## src/rtl/pipeline_ctrl_pkg.sv

```systemverilog
// Shared types for the pipeline sequencer: controller states and PC source selects.
package pipeline_ctrl_pkg;

  typedef enum logic [1:0] {
    RUN    = 2'b00,
    DWAIT  = 2'b01,
    HALTED = 2'b10
  } state_e;

  typedef enum logic [1:0] {
    PC_SEQ = 2'b00,
    PC_BR  = 2'b01,
    PC_J   = 2'b10,
    PC_JR  = 2'b11
  } pc_sel_e;

endpackage

```

## src/rtl/pipeline_ctrl_hazard_detect.sv

```systemverilog
// Load-use comparator: the instruction in ID needs a value that a load in EX
// has not produced yet. Register 0 never carries a dependency.
module hazard_detect
  import pipeline_ctrl_pkg::*;
(
  input  logic       ex_load,
  input  logic [4:0] ex_rt,
  input  logic [4:0] id_rs,
  input  logic [4:0] id_rt,
  input  logic       id_uses_rt,
  output logic       load_use
);

  assign load_use = ex_load && (ex_rt != 5'd0) &&
                    ((ex_rt == id_rs) || (id_uses_rt && (ex_rt == id_rt)));

endmodule

```

## src/rtl/pipeline_ctrl.sv

```systemverilog
// Pipeline sequencer: turns cache handshakes, hazards, MEM-stage redirects and
// halt into per-latch enable/flush strobes, PC steering and status counters.
module pipeline_ctrl
  import pipeline_ctrl_pkg::*;
#(
  parameter int WAIT_LIMIT = 64,
  parameter int CNTW       = 16
) (
  input  logic            CLK,
  input  logic            nRST,
  input  logic            ihit,
  input  logic            dhit,
  input  logic            mem_dREN,
  input  logic            mem_dWEN,
  input  logic            mem_branch_taken,
  input  logic            mem_jump,
  input  logic            mem_jreg,
  input  logic            mem_halt,
  input  logic            ex_load,
  input  logic [4:0]      ex_rt,
  input  logic [4:0]      id_rs,
  input  logic [4:0]      id_rt,
  input  logic            id_uses_rt,
  output logic            pc_en,
  output logic [1:0]      pc_sel,
  output logic            ifid_en,
  output logic            idex_en,
  output logic            exmem_en,
  output logic            memwb_en,
  output logic            ifid_flush,
  output logic            idex_flush,
  output logic            exmem_flush,
  output logic            memwb_flush,
  output logic            halt_out,
  output logic            mem_timeout,
  output logic [CNTW-1:0] stall_count
);

  localparam int WCW = $clog2(WAIT_LIMIT + 1);
  localparam logic [WCW-1:0] WAIT_LAST = WCW'(WAIT_LIMIT - 1);

  state_e         state, state_next;
  pc_sel_e        sel;
  logic [WCW-1:0] wait_cnt;
  logic           dpend;
  logic           redirect;
  logic           load_use;

  hazard_detect u_hazard (
    .ex_load    (ex_load),
    .ex_rt      (ex_rt),
    .id_rs      (id_rs),
    .id_rt      (id_rt),
    .id_uses_rt (id_uses_rt),
    .load_use   (load_use)
  );

  assign dpend    = (mem_dREN || mem_dWEN) && !dhit;
  assign redirect = mem_branch_taken || mem_jump || mem_jreg;
  assign pc_sel   = sel;

  always_comb begin
    // NOTE: every output gets a default first so no path through the case can infer a latch.
    state_next  = state;
    sel         = PC_SEQ;
    pc_en       = 1'b0;
    ifid_en     = 1'b0;
    idex_en     = 1'b0;
    exmem_en    = 1'b0;
    memwb_en    = 1'b0;
    ifid_flush  = 1'b0;
    idex_flush  = 1'b0;
    exmem_flush = 1'b0;
    memwb_flush = 1'b0;

    case (state)
      RUN, DWAIT: begin
        // A DWAIT cycle whose access completes advances exactly like RUN.
        if (dpend) begin
          state_next = DWAIT;
        end else begin
          state_next = RUN;
          if (mem_halt) begin
            memwb_en    = 1'b1;
            ifid_flush  = 1'b1;
            idex_flush  = 1'b1;
            exmem_flush = 1'b1;
            state_next  = HALTED;
          end else if (redirect) begin
            memwb_en    = 1'b1;
            ifid_flush  = 1'b1;
            idex_flush  = 1'b1;
            exmem_flush = 1'b1;
            pc_en       = 1'b1;
            sel         = mem_jreg ? PC_JR : (mem_jump ? PC_J : PC_BR);
          end else if (load_use) begin
            idex_flush = 1'b1;
            exmem_en   = 1'b1;
            memwb_en   = 1'b1;
          end else if (!ihit) begin
            ifid_flush = 1'b1;
            idex_en    = 1'b1;
            exmem_en   = 1'b1;
            memwb_en   = 1'b1;
          end else begin
            pc_en    = 1'b1;
            ifid_en  = 1'b1;
            idex_en  = 1'b1;
            exmem_en = 1'b1;
            memwb_en = 1'b1;
          end
        end
      end
      HALTED:  state_next = HALTED;
      default: state_next = RUN;
    endcase

    // Latches must not move while the datapath is being reset.
    if (!nRST) begin
      sel         = PC_SEQ;
      pc_en       = 1'b0;
      ifid_en     = 1'b0;
      idex_en     = 1'b0;
      exmem_en    = 1'b0;
      memwb_en    = 1'b0;
      ifid_flush  = 1'b0;
      idex_flush  = 1'b0;
      exmem_flush = 1'b0;
      memwb_flush = 1'b0;
    end
  end

  // NOTE: sequential state uses non-blocking assignments so every flop samples pre-edge values.
  always_ff @(posedge CLK or negedge nRST) begin
    if (!nRST) begin
      state       <= RUN;
      halt_out    <= 1'b0;
      mem_timeout <= 1'b0;
      stall_count <= '0;
      wait_cnt    <= '0;
    end else begin
      state    <= state_next;
      halt_out <= (state_next == HALTED);

      if (state == DWAIT) begin
        if (dpend && (wait_cnt == WAIT_LAST))
          mem_timeout <= 1'b1;
        if (wait_cnt != WAIT_LAST)
          wait_cnt <= wait_cnt + 1'b1;
      end else if (dpend) begin
        wait_cnt <= '0;
      end

      if ((state != HALTED) && !pc_en && (stall_count != '1))
        stall_count <= stall_count + 1'b1;
    end
  end

endmodule

```

## config.mk

```make
export PLATFORM = sky130hd
export DESIGN_NAME = pipeline_ctrl
export DESIGN_NICKNAME = d
export VERILOG_FILES = /design/src/rtl/pipeline_ctrl_pkg.sv /design/src/rtl/pipeline_ctrl_hazard_detect.sv /design/src/rtl/pipeline_ctrl.sv
export SDC_FILE = /design/constraint.sdc
export NUM_CORES = 1
export LEC_CHECK = 0
export CORE_MARGIN = 3
export CORE_UTILIZATION = 45
export DETAILED_ROUTE_END_ITERATION = 10
export PLACE_DENSITY = 0.79
export SLEW_MARGIN = 15
export SYNTH_ARGS = -nofsm -noshare
export SYNTH_HDL_FRONTEND = slang
export SYNTH_SLANG_ARGS = --single-unit
```

## constraint.sdc

```tcl
create_clock -name CLK -period 2.7 [get_ports CLK]
set_input_delay 0.27 -clock CLK [delete_from_list [all_inputs] [get_ports CLK]]
set_output_delay 0.27 -clock CLK [all_outputs]
set_load 0.05 [all_outputs]
```

==> parameters.txt, run 1 <==
Parameter                              Value

Clocking
  Clock Root Buffer    clkbuf_4
  TritonCTS Sinks    27
  Worst-skew pair later-pin latency    0.33 ns
  Post-CTS repair timing setup buffer count    0
  Post-CTS sizing    0
  Clock slew at the register clock pins of the worst setup and hold paths    0.14 ns
  Clock tree buffer depth    2
  CTS Buf Count    3
  Clock tree from TritonCTS    built
  H-tree Lvls    1
  CTS hold repair buffers    0

Layout
  Final Instance Count excl. Fillers    276
  Area delta synth->final    44.4%
  Layout cell share with drive strength beyond 1    14.8%
  # nets final    260
  Antenna diodes    0

GRT
  Overall track demand over capacity in global routing    20.0%
  Antenna violations before repair    0
  Largest net degree at the start of global routing    28
  Wire length of the first global-routing pass    6770 um
  Vias in the first global route    1482
  Global route total overflow    0

STA
  Number of endpoints with negative hold slack in the final report    0
  Number of pins with negative max-slew slack in the final report    0
  Final critical delay including setup and external delays    2.51 ns
  Final setup skew    0.00584 ns
  Unrepaired setup endpoints after global routing    false
  Setup WS post-layout    0.194 ns
  Max-slew headroom    54.2%
  Period utilisation layout    92.8%
  Number of setup violations in the final report    0
  Worst-Margin Slew    0.676 ns
  Highest clock frequency the design can meet    0.399 GHz
  Final-layout setup total negative slack    0 ns

Logic synthesis
  Adder-cell share of the synthesized area    1.52%
  Complex-gate fraction of the synthesized area    15.0%
  FFs w/ async S/R, synth    100%
  Mapped cell area    0.00164 mm2
  Number of warnings printed during yosys synthesis    0
  Cell variety after synth    43
  Cell type contributing the most total cell area after synthesis    dfrtp_1
  Count of mapped cells out of synthesis    171
  Simple logic cell fraction of the synthesized area    23.2%
  Sequential area share after synthesis    41.2%
  Dominant combinational cell family by area after synthesis    simple AND/OR/NAND/NOR gates
  Area share of the largest cell type after synthesis    41.2%
  Per-instance average area after synthesis    9.60 um2
  Dominant register cell in the synthesized netlist    dfrtp_1
  Xor/xnor share of the synthesized area    15.5%
  Number of storage elements in the synthesis netlist    27
  Number of enable flip-flop cells after synthesis    0
  Ranking of synthesized cells by area    dfrtp_1 41%, xnor2_1 9.6%, xor2_1 5.9%
  Multiplexer fraction of the synthesized cell area    0.915%
  Post-Syn Nets    200

Die
  Die area    0.00441 mm2
  Initial core utilization    48.1%
  DIE HEIGHT    66.4 um
  X dimension of the die    66.4 um
  Core outline area    0.00342 mm2
  Placement row count    21
  Top-level I/O count    56

Critical path
  Worst Setup End Kind    output pin
  Critical Path RT    2.43 ns
  Buf+Inv Stages, Crit Path    2
  Worst stage delay on the critical path    0.48 ns
  Kind of cell adding the most delay to the critical path    buffers and inverters
  Cell chain of the critical path    clkdlybuf4s50_1 -> xor2_1 -> nor4_2 -> a32oi_1 -> or2_2 -> a21oi_1 -> buf_12
  Maximum net fanout on the critical path    5
  Startpoint Class    primary input
  Category of the critical setup timing path    primary input to output pin
  Highest-delay cell along the critical path    clkdlybuf4s50_1
  Critical Path AT    2.24 ns

Detailed routing
  Routed wire length per instance    14.4 um
  1st-iter DRT viols    52
  Total vias in the final route    1452
  Routed wire length    3980 um
  Post-detailed-route via-to-cell ratio    5.26
  Remaining design rule violation count    0
  Antenna-violating nets left    0
  Drt pass-1 iters    4

Placement
  Routability congestion estimate    0.818
  Port buffer count    54
  Detailed placement HPWL    3240 um
  Worst slack at placement    0.191 ns
  Placed Cells incl. Taps    272

Power
  Worst IR Drop VDD    597 uV
  P per Cell Area    691 mW/mm2
  P_leak    0.955 nW

Run status
  Outcome    completed

Run
  Maximum capacitance violations    0

Min path
  Worst hold path type    primary input to async pin
[metal layers]
metal,part of all wire [%],GRT usage [%],vias to the layer above,wire length (um)
met2,55,36.6,27,2200
met4,0.98,3.05,0,39
li1,-,-,713,-
met5,0,0,-,0
met1,40,24.0,705,1580
met3,4.0,4.59,7,160
[cells by family (layout without fill, tap and decap cells)]
family | count (synthesis) | in the layout
DFF | 27 | 27
and+or+nand+nor | 70 | 70
AOI/OAI and AO/OA | 34 | 34
buffers and inverters | 7 | 66
other | 1 | 1
xor gates and xnor gates | 29 | 29
muxes | 1 | 1
adders and majority gates | 2 | 2
[Yosys cell counts, types with 2 or more instances]
cell / number
a21o_1: 3
a21oi_1: 5
and2_1: 4
and3_1: 3
buf_4: 2
dfrtp_1: 27
ha_1: 2
inv_1: 4
nand2_1: 11
nand2b_1: 3
nand3_1: 8
nor2_1: 17
nor2b_1: 4
nor3_1: 6
nor3b_1: 2
o21ai_0: 7
o21ai_2: 9
or2_2: 2
xnor2_1: 18
xor2_1: 11
[flip-flops by register name, indices dropped and copies added (netlist names)]
signal,cells
wait_cnt,7
state,2
stall_count,16
mem_timeout,1
halt_out,1
[final cells by class]
cell class | instances | area, um2
flip-flops and latches | 27 | 676
well taps | 46 | 57.6
repair buffers | 58 | 671
fillers | 273 | 1050
clock buffers | 4 | 26.3
inverters | 4 | 15.0
multi-input cells | 137 | 925
[layout by cell type (no fill, tap or decap), types with 2 or more instances in the layout]
master	synthesis	routed
xnor2_1	18	18
nor3_1	6	6
o21ai_0	7	7
buf_12	0	10
or2_2	2	2
and2_1	4	4
nand2b_1	3	3
buf_4	2	4
dfrtp_1	27	27
and3_1	3	3
nand2_1	11	11
xor2_1	11	11
nor3b_1	2	2
nor2b_1	4	4
clkdlybuf4s50_1	0	44
clkbuf_4	0	3
nand3_1	8	8
a21oi_1	5	5
nor2_1	17	17
inv_1	4	4
o21ai_2	9	9
a21o_1	3	3
ha_1	2	2
[stage by stage]
stage               area [um2]  utilization [%]  total power [mW]  hold WS, ns
detailed placement        2340             68.6              1.47        0.446
finish                    2370             69.4              1.64        0.341
CTS                       2370             69.4              1.65        0.348
floorplan                 1640                -              1.14      -0.0256
global placement          2340             68.6              1.44        0.441
global route              2370             69.4              1.73        0.364
[power breakdown]
group / internal (mW) / leakage, nW / switching [mW] / total [mW]
combinational: 0.356 / 0.586 / 0.521 / 0.877
sequential: 0.489 / 0.354 / 0.0934 / 0.583
clock: 0.0580 / 0.0150 / 0.120 / 0.178
[path summary, 6_finish.rpt]
path	start	endpoint	slack, ns	depth (start not counted)
worst max-delay path	ex_rt[4]	idex_flush	0.19	7
worst min-delay path	nRST	stall_count[12]$_DFFE_PN0P_	0.34	2
worst max register to register	stall_count[1]$_DFFE_PN0P_	stall_count[1]$_DFFE_PN0P_	0.61	6
worst min register to register	mem_timeout$_DFFE_PN0P_	mem_timeout$_DFFE_PN0P_	0.47	1
max in group asynchronous	nRST	wait_cnt[4]$_DFFE_PN0P_	2.10	2
min in group CLK	mem_timeout$_DFFE_PN0P_	mem_timeout$_DFFE_PN0P_	0.47	1
[worst reg2reg max path, delay by kind of cell, from the launching register on]
kind / cells / cell delay [ns]
AND/OR/NAND/NOR: 3 / 0.82
flip-flops: 1 / 0.45
multiplexers: 1 / 0.32
adder cells (fa/ha/maj): 1 / 0.20
AO/OA/AOI/OAI: 1 / 0.19
(Power assumes the default switching activity.)
==> run 2: changes to the inputs <==
--- a/config.mk
+++ b/config.mk
@@ -5,10 +5,12 @@
 export SDC_FILE = /design/constraint.sdc
 export NUM_CORES = 1
 export LEC_CHECK = 0
-export CORE_MARGIN = 3
-export CORE_UTILIZATION = 45
+export CELL_PAD_IN_SITES_DETAIL_PLACEMENT = 1
+export CELL_PAD_IN_SITES_GLOBAL_PLACEMENT = 1
+export CORE_MARGIN = 5
+export CORE_UTILIZATION = 34
 export DETAILED_ROUTE_END_ITERATION = 10
-export PLACE_DENSITY = 0.79
+export PLACE_DENSITY_LB_ADDON = 0.1
 export SLEW_MARGIN = 15
 export SYNTH_ARGS = -nofsm -noshare
 export SYNTH_HDL_FRONTEND = slang
==> run 2 against run 1 <==
  * Critical path depth did not move
  * Sequential share of layout area decreased by 0.43 points
  * Power grew 2.9%
  * Worst hold slack improved by 0.13 ns
  * Via count is essentially flat
  * Utilization down 18 points
  * Clock power increased by 30%
  * Register-to-register slack about the same
  * Final area increased by 1.5%
  * Non-clock buffer count is 1 higher
  * Critical path type unchanged
  * Critical endpoint unchanged
==> parameters.txt, run 2 (synthesis results as in run 1) <==
Parameter                              Value

Detailed routing
  Post-detailed-route via-to-cell ratio    5.09 (-3.2%)
  Routed wire length    4250 um (+6.7%)
  Total vias in the final route    1451 (-0.069%)
  Remaining design rule violation count    0 (unchanged)
  1st-iter DRT viols    24 (-54%)
  Drt pass-1 iters    4 (unchanged)
  Routed wire length per instance    14.9 um (+3.4%)
  Antenna-violating nets left    0 (unchanged)

Clocking
  H-tree Lvls    1 (unchanged)
  Clock tree buffer depth    2 (unchanged)
  TritonCTS Sinks    27 (unchanged)
  Clock tree from TritonCTS    built
  CTS Buf Count    3 (unchanged)
  Clock Root Buffer    clkbuf_8
  Post-CTS repair timing setup buffer count    0 (unchanged)
  Worst-skew pair later-pin latency    0.27 ns (-0.06 ns)
  CTS hold repair buffers    0 (unchanged)
  Post-CTS sizing    0 (unchanged)
  Clock slew at the register clock pins of the worst setup and hold paths    0.09 ns (-0.05 ns)

Layout
  Number of flip-flops in the largest register    16 (unchanged)
  Area delta synth->final    46.6%
  Antenna diodes    0 (unchanged)
  Register with the most flip-flops    stall_count
  Layout Utilization    51.3% (-18 points)
  Layout cell share with drive strength beyond 1    15.2% (+0.37 points)
  # nets final    261 (+0.38%)
  Fillers    538 (+97%)
  Commonest cells after routing, fill and taps aside    44 x clkdlybuf4s50_1, 27 x dfrtp_1, 18 x xnor2_1
  Registers with the most flip-flops    stall_count x16, wait_cnt x7, state x2
  Most common library cell in the layout ignoring fill and taps    clkdlybuf4s50_1

Critical path
  End of the worst register-to-register path    stall_count[1]$_DFFE_PN0P_
  Reg-to-reg setup timing slack    0.62 ns (about the same)
  Startpoint of the worst-slack reg-to-reg timing path    stall_count[1]$_DFFE_PN0P_
  Startpoint Class    primary input
  End point of the critical path    idex_flush
  Critical Path AT    2.17 ns (-0.07 ns)
  Category of the critical setup timing path    primary input to output pin
  Critical Path RT    2.43 ns (about the same)
  Worst stage delay on the critical path    0.46 ns (-0.02 ns)
  Worst Setup End Kind    output pin
  Cells on worst reg2reg path    6 (unchanged)
  Cell chain of the critical path    clkdlybuf4s50_1 -> xor2_1 -> nor4_2 -> a32oi_1 -> or2_2 -> a21oi_1 -> buf_12
  Maximum net fanout on the critical path    5 (unchanged)
  Highest-delay cell along the critical path    clkdlybuf4s50_1
  Startpoint of the most critical setup path    ex_rt[4]

Die
  X dimension of the die    79.5 um (+20%)
  Top-level I/O count    56 (unchanged)
  Placement row count    25 (+19%)
  DIE HEIGHT    79.5 um (+20%)
  Core outline area    0.00469 mm2 (+37%)
  Initial core utilization    35.0% (-13 points)
  Die area    0.00632 mm2 (+43%)

STA
  Number of endpoints with negative hold slack in the final report    0 (unchanged)
  Unrepaired setup endpoints after global routing    false
  Max-slew headroom    54.2% (about the same)
  Final critical delay including setup and external delays    2.44 ns (-0.0622 ns)
  Final setup skew    0.00231 ns (-0.00353 ns)
  Number of setup violations in the final report    0 (unchanged)
  Period utilisation layout    90.5% (-2.3 points)
  Number of pins with negative max-slew slack in the final report    0 (unchanged)
  Final-layout setup total negative slack    0 ns (unchanged)
  Worst slack on hold paths    0.470 ns (+0.129 ns)
  Worst-Margin Slew    0.676 ns (+0.000636 ns)
  Highest clock frequency the design can meet    0.409 GHz (+2.5%)

Power
  Final Total Pwr    1.68 mW (+2.9%)
  P per Cell Area    700 mW/mm2 (+1.3%)
  Worst IR Drop VDD    275 uV (-54%)
  P_leak    0.968 nW (+1.4%)

GRT
  Antenna violations before repair    0 (unchanged)
  Vias in the first global route    1594 (+7.6%)
  Global route total overflow    0 (unchanged)
  Wire length of the first global-routing pass    7350 um (+8.6%)
  Largest net degree at the start of global routing    28 (unchanged)
  Overall track demand over capacity in global routing    14.5% (-5.5 points)

Run status
  Outcome    completed

Min path
  Worst hold path type    primary input to async pin

Placement
  Port buffer count    54 (unchanged)
  Routability congestion estimate    0.774 (-5.3%)
  Detailed placement HPWL    3470 um (+7.2%)

Run
  Maximum capacitance violations    0 (unchanged)
run 2: power breakdown:
group          switching (mW)  leakage, nW  internal (mW)
sequential             0.0880        0.354          0.490
clock                   0.125       0.0228          0.106
combinational           0.520        0.591          0.356
run 2: worst max-delay path, delay by kind of cell:
family	cells	cell delay [ns]
buffers and inverters	2	0.64
AND/OR/NAND/NOR	2	0.63
AO/OA/AOI/OAI	2	0.44
XOR/XNOR	1	0.19
run 2: cell type report:
| class | count | area (um2) | share of cell area [%] |
|---|---|---|---|
| Inverter | 4 | 15.0 | 0.624 |
| Sequential cell | 27 | 676 | 28.1 |
| Clock buffer | 4 | 45.0 | 1.87 |
| Multi-Input combinational cell | 137 | 925 | 38.4 |
| Timing Repair Buffer | 59 | 678 | 28.2 |
| Tap cell | 54 | 67.6 | 2.81 |
run 2: how the worst min path moves through the flow:
| stage | startpoint | end |
|---|---|---|
| 5_1_grt | nRST | stall_count[5]$_DFFE_PN0P_ |
| 4_1_cts | nRST | wait_cnt[0]$_DFFE_PN0P_ |
| 6_report | nRST | wait_cnt[1]$_DFFE_PN0P_ |
| 2_1_floorplan | nRST | halt_out$_DFF_PN0_ |
| 3_5_place_dp | mem_timeout$_DFFE_PN0P_ | mem_timeout$_DFFE_PN0P_ |
| 3_3_place_gp | mem_timeout$_DFFE_PN0P_ | mem_timeout$_DFFE_PN0P_ |
run 2: per-stage QoR:
stage / worst slack (ns) / instances / cell area (um2)
2_1_floorplan: 0.393 / 171 / 1640
3_3_place_gp: 0.275 / 281 / 2360
3_5_place_dp: 0.248 / 281 / 2360
4_1_cts: 0.235 / 285 / 2410
5_1_grt: 0.161 / 285 / 2410
6_report: 0.256 / 285 / 2410
run 2: layer usage:
metal / wire length (um) / GRT usage [%]
met1: 1920 / 17.6
met2: 1930 / 24.0
met3: 357 / 4.97
met4: 38 / 4.12
met5: 0 / 0
==> run 3: changes to the inputs <==
--- a/config.mk
+++ b/config.mk
@@ -11,6 +11,7 @@
 export CORE_UTILIZATION = 34
 export DETAILED_ROUTE_END_ITERATION = 10
 export PLACE_DENSITY_LB_ADDON = 0.1
+export REMOVE_ABC_BUFFERS = 1
 export SLEW_MARGIN = 15
 export SYNTH_ARGS = -nofsm -noshare
 export SYNTH_HDL_FRONTEND = slang
==> run 3 against run 2 <==
  * Critical endpoint unchanged
  * Critical path depth did not move
  * Die area did not move
  * First-iteration DRC count rose to 3.1 times the previous value
  * Cell count rose by 0.35%
  * Sequential power barely moved
  * Clock skew rose by 0.0024 ns
  * Flip-flop and latch count did not move
  * Register-to-register slack got worse by 0.06 ns
  * Critical path type unchanged
  * Power rose by 2.5%
==> parameters.txt, run 3 (synthesis results as in run 1) <==
Parameter                              Value

GRT
  Antenna violations before repair    0 (unchanged)
  Overall track demand over capacity in global routing    15.6% (+1.1 points)
  Wire length of the first global-routing pass    7870 um (+7.1%)
  Vias in the first global route    1654 (+3.8%)
  Largest net degree at the start of global routing    28 (unchanged)
  Global route total overflow    0 (unchanged)

STA
  Max-slew headroom    52.6% (-1.6 points)
  Final critical delay including setup and external delays    2.47 ns (+0.0284 ns)
  Unrepaired setup endpoints after global routing    false
  Period utilisation layout    91.6% (+1.1 points)
  Number of setup violations in the final report    0 (unchanged)
  Final setup skew    0.00474 ns (+0.00243 ns)
  Worst-Margin Slew    0.703 ns (+0.0266 ns)
  Number of pins with negative max-slew slack in the final report    0 (unchanged)
  Setup WS post-layout    0.228 ns (-0.0284 ns)
  Worst slack on hold paths    0.433 ns (-0.0367 ns)
  Number of endpoints with negative hold slack in the final report    0 (unchanged)
  Highest clock frequency the design can meet    0.405 GHz (-1.1%)
  Final-layout setup total negative slack    0 ns (unchanged)

Layout
  Antenna diodes    0 (unchanged)
  Most common library cell in the layout ignoring fill and taps    clkdlybuf4s50_1
  Commonest cells after routing, fill and taps aside    44 x clkdlybuf4s50_1, 27 x dfrtp_1, 18 x xnor2_1
  Design area    0.00242 mm2 (+0.52%)
  Final Instance Count excl. Fillers    286 (+0.35%)
  Layout cell share with drive strength beyond 1    15.9% (+0.80 points)
  Registers with the most flip-flops    stall_count x16, wait_cnt x7, state x2
  Area delta synth->final    47.3%
  Register with the most flip-flops    stall_count
  Number of flip-flops in the largest register    16 (unchanged)
  # nets final    262 (+0.38%)
  Layout Utilization    51.5% (+0.27 points)

Clocking
  H-tree Lvls    1 (unchanged)
  Post-CTS repair timing setup buffer count    0 (unchanged)
  Worst-skew pair later-pin latency    0.28 ns (about the same)
  Clock slew at the register clock pins of the worst setup and hold paths    0.10 ns (about the same)
  Clock tree from TritonCTS    built
  Clock Root Buffer    clkbuf_8
  TritonCTS Sinks    27 (unchanged)
  Post-CTS sizing    0 (unchanged)
  CTS Buf Count    3 (unchanged)
  Clock tree buffer depth    2 (unchanged)
  CTS hold repair buffers    0 (unchanged)

Power
  Combinational share of power    52.1% (about the same)
  Net switching share of the total power    44.2% (+0.65 points)
  P per Cell Area    714 mW/mm2 (+2.0%)
  NetSw    0.763 mW (+4.0%)
  Worst IR Drop VDD    298 uV (+8.4%)
  Power share of the sequential group    33.6% (-0.7 points)
  Final Total Pwr    1.73 mW (+2.5%)
  Clock share of power    14.3% (+0.6 points)
  P_leak    0.976 nW (+0.83%)
  Internal Dissipation    0.964 mW (+1.3%)

Critical path
  Category of the critical setup timing path    primary input to output pin
  Maximum net fanout on the critical path    5 (unchanged)
  Critical Path AT    2.20 ns (+0.03 ns)
  Startpoint Class    primary input
  Worst Setup End Kind    output pin
  Critical Path RT    2.43 ns (about the same)

Detailed routing
  Routed wire length    4530 um (+6.5%)
  Post-detailed-route via-to-cell ratio    5.10 (+0.13%)
  Drt pass-1 iters    4 (unchanged)
  Antenna-violating nets left    0 (unchanged)
  Routed wire length per instance    15.8 um (+6.2%)
  Remaining design rule violation count    0 (unchanged)
  1st-iter DRT viols    74 (+210%)
  Total vias in the final route    1458 (+0.48%)

Die
  DIE HEIGHT    79.5 um (unchanged)
  X dimension of the die    79.5 um (unchanged)
  Core outline area    0.00469 mm2 (unchanged)
  Placement row count    25 (unchanged)
  Die area    0.00632 mm2 (unchanged)
  Initial core utilization    35.0% (unchanged)
  Top-level I/O count    56 (unchanged)

Placement
  Port buffer count    54 (unchanged)
  Detailed placement HPWL    3740 um (+7.7%)
  Standard cell area after detailed placement    0.00237 mm2 (+0.32%)
  Worst slack at placement    0.211 ns (-0.0378 ns)
  Placed Cells incl. Taps    282 (+0.36%)
  Routability congestion estimate    0.775 (about the same)

Run status
  Outcome    completed

Run
  Maximum capacitance violations    0 (unchanged)

Min path
  Worst hold path type    primary input to async pin
[run 3: layout make-up]
class                   count  area [um2]
flip-flops and latches     27         676
repair buffers             60         686
clock buffers               3        41.3
fillers                   535        2270
multi-input cells         137         925
inverters                   4        15.0
well taps                  54        67.6
clock inverters             1        8.76
[run 3: power by group through the flow]
stage | clock network [mW] | logic [mW] | registers (mW)
after CTS | 0.256 | 0.910 | 0.582
after global placement | 0 | 0.881 | 0.580
after detailed placement | 0 | 0.906 | 0.591
final | 0.247 | 0.900 | 0.580
after floorplan | 0 | 0.345 | 0.783
after global routing | 0.275 | 0.952 | 0.595
[run 3: critical path, cell delays in order]
cell and delay (ns):
clkdlybuf4s50_1 0.47, xor2_1 0.19, nor4_2 0.27, a32oi_1 0.19
or2_2 0.37, a21oi_1 0.25, buf_12 0.18
[run 3: routing by layer]
metal	GRT usage, %	share of wire, %
met5	0	0
met4	5.33	0.66
met3	5.76	8.6
met2	25.9	48
met1	18.5	43
[run 3: worst paths after layout]
kind	start	to	slack, ns	cells after the start
setup reg to reg	stall_count[0]$_DFFE_PN0P_	stall_count[1]$_DFFE_PN0P_	0.56	6
hold / removal	nRST	wait_cnt[5]$_DFFE_PN0P_	0.43	2
hold reg to reg	mem_timeout$_DFFE_PN0P_	mem_timeout$_DFFE_PN0P_	0.48	1
max in group asynchronous	nRST	stall_count[6]$_DFFE_PN0P_	2.00	2
setup / recovery	ex_rt[4]	idex_flush	0.23	7
min in group CLK	mem_timeout$_DFFE_PN0P_	mem_timeout$_DFFE_PN0P_	0.48	1
